**config.mk**
```make
export PLATFORM = sky130hd
export DESIGN_NAME = uart_tx_arbiter
export DESIGN_NICKNAME = d
export VERILOG_FILES = /design/src/rtl/uart_tx_arbiter_pkg.sv /design/src/rtl/uart_rr_picker.sv /design/src/rtl/uart_tx_arbiter.sv
export SDC_FILE = /design/constraint.sdc
export NUM_CORES = 1
export LEC_CHECK = 0
export CORE_UTILIZATION = 25
export CTS_BUF_LIST = sky130_fd_sc_hd__clkbuf_8 sky130_fd_sc_hd__clkbuf_16
export CTS_CLUSTER_SIZE = 25
export DETAILED_ROUTE_END_ITERATION = 10
export PLACE_DENSITY = 0.62
export SYNTH_ARGS = -nofsm -noshare
export SYNTH_HDL_FRONTEND = slang
export SYNTH_SLANG_ARGS = --single-unit
```
**constraint.sdc**
```tcl
create_clock -name clk -period 2.3 [get_ports clk]
set_input_delay 0.46 -clock clk [delete_from_list [all_inputs] [get_ports clk]]
set_output_delay 0.46 -clock clk [all_outputs]
set_load 0.02 [all_outputs]
```
**src/rtl/uart_tx_arbiter_pkg.sv**
```systemverilog
// uart_tx_arbiter_pkg: shared types and limits for the UART TX write-port arbiter.
package uart_tx_arbiter_pkg;

    typedef enum logic {ARB_IDLE, ARB_GRANT} type_uart_arb_state_e;

    localparam int UART_ARB_MAX_REQ = 8;

endpackage

```
**src/rtl/uart_rr_picker.sv**
```systemverilog
// uart_rr_picker: combinational round-robin scan, first valid index at or after ptr (mod N).
module uart_rr_picker #(
    parameter int N = 4,
    localparam int W = $clog2(N)
) (
    input  logic [N-1:0] valid,
    input  logic [W-1:0] ptr,
    output logic         found,
    output logic [W-1:0] idx
);

    always_comb begin
        logic [W-1:0] c;
        found = 1'b0;
        idx = '0;
        c = '0;
        // Scan from the farthest offset down so the nearest valid index wins.
        for (int i = N - 1; i >= 0; i--) begin
            c = W'((int'(ptr) + i) % N);
            if (valid[c]) begin
                found = 1'b1;
                idx = c;
            end
        end
    end

endmodule

```
**src/rtl/uart_tx_arbiter.sv**
```systemverilog
// uart_tx_arbiter: round-robin, burst-locked sharing of the UART TX FIFO write port.
module uart_tx_arbiter
    import uart_tx_arbiter_pkg::*;
#(
    parameter int NUM_REQ = 4,
    parameter int MAX_BURST = 8,
    localparam int ID_W = $clog2(NUM_REQ)
) (
    input  logic                 clk,
    input  logic                 rst,
    input  logic                 arb_en_i,
    input  logic [NUM_REQ-1:0]   req_valid_i,
    input  logic [NUM_REQ*8-1:0] req_data_i,
    input  logic [NUM_REQ-1:0]   req_last_i,
    output logic [NUM_REQ-1:0]   req_ready_o,
    input  logic                 tx_fifo_full_i,
    output logic                 tx_fifo_write_o,
    output logic [7:0]           tx_data_o,
    output logic [ID_W-1:0]      grant_id_o,
    output logic                 busy_o
);

    if (NUM_REQ < 2 || NUM_REQ > UART_ARB_MAX_REQ) begin : g_bad_num_req
        $error("uart_tx_arbiter: NUM_REQ out of range");
    end

    type_uart_arb_state_e state, state_nx;
    logic [ID_W-1:0] rr_ptr, pick;
    logic [7:0] burst_cnt;
    logic [7:0] req_bytes [NUM_REQ];
    logic found, start, accept, grant_end;

    for (genvar k = 0; k < NUM_REQ; k++) begin : g_byte
        assign req_bytes[k] = req_data_i[8*k +: 8];
    end

    uart_rr_picker #(.N(NUM_REQ)) u_picker (
        .valid (req_valid_i),
        .ptr   (rr_ptr),
        .found (found),
        .idx   (pick)
    );

    // Full lags a write by one cycle, so a write in flight also blocks ready.
    assign req_ready_o = (state == ARB_GRANT && !tx_fifo_full_i && !tx_fifo_write_o)
                         ? NUM_REQ'(1) << grant_id_o : '0;
    assign accept = |(req_valid_i & req_ready_o);
    assign grant_end = accept && (req_last_i[grant_id_o] || burst_cnt == 8'(MAX_BURST - 1));
    assign start = state == ARB_IDLE && arb_en_i && found;
    assign busy_o = state == ARB_GRANT;

    always_comb begin
        state_nx = state;
        if (start)
            state_nx = ARB_GRANT;
        else if (grant_end)
            state_nx = ARB_IDLE;
    end

    always_ff @(posedge clk) begin
        if (rst) begin
            state <= ARB_IDLE;
            rr_ptr <= '0;
            burst_cnt <= '0;
            tx_fifo_write_o <= 1'b0;
            tx_data_o <= 8'h00;
            grant_id_o <= '0;
        end else begin
            state <= state_nx;
            tx_fifo_write_o <= accept;
            if (accept)
                tx_data_o <= req_bytes[grant_id_o];
            if (start) begin
                grant_id_o <= pick;
                burst_cnt <= '0;
            end else if (accept) begin
                burst_cnt <= burst_cnt + 8'd1;
            end
            if (grant_end)
                rr_ptr <= (grant_id_o == ID_W'(NUM_REQ - 1)) ? '0 : grant_id_o + 1'b1;
        end
    end

endmodule

```
==> impl_metrics.json <==
{
  "syn_area_um2": 1320,
  "dieArea_um2": 5570,
  "reg2reg_slack_ps": 390,
  "synth_fp_nets": 194,
  "place_area_um2": 2030,
  "ys.flop_type": "dfxtp_1",
  "yosysTopAreaCell": "dfxtp_1",
  "finalCriticalPeriod_ps": 2100,
  "setup_viol_count_final": 0,
  "path_buf_inv": 2,
  "fin_cells": 280,
  "drive_above_1_share_pct": 13.3,
  "syn_avg_cell_area_um2": 9.10,
  "drc_errors": 0,
  "cts_htree_levels": 1,
  "grt_pass1_wl_mm": 5.05,
  "end_kind": "output port",
  "power_density_nw_per_um2": 426,
  "seqPwrFrac_pct": 44.9,
  "r2r-start": "grant_id_o[0]$_SDFFE_PP0P_",
  "slew_headroom_pct": 76.3,
  "fmax_mhz": 476,
  "intPower_uw": 676,
  "mostFrequentLayoutCells": "clkdlybuf4s50_1 (55), nand2_1 (24), dfxtp_1 (22)",
  "cts_root_buffer": "clkbuf_8",
  "r2r_cells": 6,
  "fp.dieW_um": 74.7,
  "dp_hpwl_mm": 2.54,
  "grtUsageTotal_pct": 11.8,
  "cts_buffers": 3,
  "core-area_um2": 5110,
  "drv_slew": 0,
  "cts_buffer_depth": 2,
  "r2r_end": "rr_ptr[0]$_SDFFE_PP0P_",
  "crit_chain": "clkdlybuf4s50_1 > nor3b_4 > and2_1 > dlygate4sd2_1",
  "cp.arrival_ps": 1640,
  "ios": 60,
  "synth_edf_count": 0,
  "layout.cells.most_common": "clkdlybuf4s50_1",
  "first_global_vias": 1122,
  "power.total_uw": 886,
  "stdcell_area_um2": 2080,
  "start_kind": "input port",
  "grt.overflow.total": 0,
  "critPathLaunch": "tx_fifo_full_i",
  "grt_max_degree": 13,
  "async_flop_share_pct": 0,
  "fin_crit_sh_pct": 91.3,
  "ys_types": 38,
  "wl_per_cell_um": 11.2,
  "crit_family": "buffers and inverters",
  "start_util_pct": 25.8,
  "clock_sinks": 22,
  "yosys.area.top_type_share_pct": 33.4,
  "drt-vias-per-instance": 4.67,
  "routed-via-count": 1308,
  "die_y_um": 74.7,
  "worstSetupPathDepth": 4,
  "num-nets-final": 260,
  "dr.pass1.iters": 4,
  "rsz0062_at_grt": "no",
  "clkPwrFrac_pct": 31.1,
  "ys_warn_count": 0,
  "ant_nets": 0,
  "max-vdd-ir-drop_uv": 311,
  "crit_slowest_cell": "clkdlybuf4s50_1",
  "yosys-top-cells-area": "dfxtp_1 (33%), mux4_2 (15%), a21oi_1 (7.2%), nand2_1 (6.8%), ha_1 (4.7%)",
  "netlist_instances": 145,
  "swShare_pct": 23.7,
  "power_switching_uw": 210,
  "drtIter0Drc": 27,
  "cpPeakStageDelay_ps": 460,
  "cp-endpoint": "req_ready_o[2]",
  "place_inst": 276,
  "finalHoldViolCount": 0,
  "cap_viol_max_count": 0,
  "routed_wl_mm": 3.14,
  "antenna_found_initial": 0,
  "tightest_slew_ps": 356,
  "cts_tree": "done",
  "clkTransAtPathRegs_ps": 70,
  "hp-class": "reg2reg",
  "diodes": 0,
  "worst_clock_skew_ps": 6.77,
  "io_buffers": 59,
  "clkLatencyLatePin_ps": 260,
  "critPathMaxFanout": 5,
  "p_comb_share_pct": 24.0,
  "critical_path_required_ps": 1840,
  "outcome": "finished clean",
  "yosys_register_bits": 22,
  "gp_congestion": 0.786,
  "row_count": 26,
  "hold-path-cell-count": 2,
  "yosysSeqAreaShare_pct": 33.4,
  "synthToLayoutAreaGrowth_pct": 57.5,
  "p_leak_uw": 0.000710,
  "crit_type": "in2out",
  "fin_hold_ws_ps": 453
}
## power by group through the flow
| stage | combinational (uW) | sequential, uW | clock, uW |
|---|---|---|---|
| final | 212 | 398 | 275 |
| after global routing | 230 | 400 | 297 |
| after CTS | 215 | 398 | 281 |
| after detailed placement | 215 | 407 | 0 |
| after global placement | 214 | 407 | 0 |
| after floorplan | 86.1 | 416 | 0 |
## metrics by stage
step / setup slack, ps / TNS [ps] / util (%)
4_1_cts: 187 / 0 / 40.7
5_1_grt: 103 / 0 / 40.7
6_report: 199 / 0 / 40.7
3_3_place_gp: -72.3 / -286 / 39.7
2_1_floorplan: 166 / 0 / -
3_5_place_dp: -83.0 / -327 / 39.7
## cell usage after synthesis (all sizes together), types with 3 or more instances
cell type and count:
a21oi 20, and2 5, buf 4, clkbuf 3, dfxtp 22, ha 5
inv 3, mux4 9, nand2 24, nand2b 5, nor2 10, o21ai 3
o31ai 3, or4 4
## cell type report
| cell class | instances | area [um2] |
|---|---|---|
| inverter | 3 | 11.3 |
| tap | 70 | 87.6 |
| clock buffer | 4 | 55.1 |
| sequential | 22 | 440 |
| timing repair buffer | 68 | 653 |
| multi-input combinational | 113 | 832 |
| fill | 518 | 3030 |
## logic make-up after synthesis
kind of cell             Yosys count  share of synthesized area, %
adder cells (fa/ha/maj)            5                          4.74
AND/OR/NAND/NOR                   58                          22.2
multiplexers                      12                          17.7
buffers and inverters             10                          3.60
XOR/XNOR                           3                          1.99
AO/OA/AOI/OAI                     35                          16.4
flip-flops                        22                          33.4
## state kept, by name, indices dropped and copies added, names as in the netlist
signal,flops
burst_cnt,8
tx_data_o,8
grant_id_o,2
rr_ptr,2
busy_o,1
tx_fifo_write_o,1
## worst min path at each step
stage                              start                         to  slack, ps
3_3_place_gp   tx_data_o[3]$_SDFFE_PP0P_  tx_data_o[3]$_SDFFE_PP0P_        440
4_1_cts        tx_data_o[3]$_SDFFE_PP0P_  tx_data_o[3]$_SDFFE_PP0P_        460
6_report       tx_data_o[1]$_SDFFE_PP0P_  tx_data_o[1]$_SDFFE_PP0P_        450
2_1_floorplan  burst_cnt[7]$_SDFFE_PP0P_  burst_cnt[7]$_SDFFE_PP0P_        450
3_5_place_dp   tx_data_o[3]$_SDFFE_PP0P_  tx_data_o[3]$_SDFFE_PP0P_        450
5_1_grt        tx_data_o[3]$_SDFFE_PP0P_  tx_data_o[3]$_SDFFE_PP0P_        480
## routing by layer
layer	wire (um)	global-route usage [%]	share of wire, %
met1	1420	15.4	45
met2	1520	19.3	48
met5	0	0	0
met3	191	4.02	6.1
met4	7	1.89	0.22
## timing repair
action,CTS,global route
resized for setup,4,0
hold buffers,0,0
setup buffers,0,0
setup endpoints to repair,4,0
## worst reg2reg max path, cell delays in order, from the launching register on
cell and delay (ps):
dfxtp_1 450, inv_1 100, ha_1 230, a22o_2 260
o21ai_2 330, nor2_1 150, mux2_2 290
Note: power is estimated with default switching activity, not from simulation.
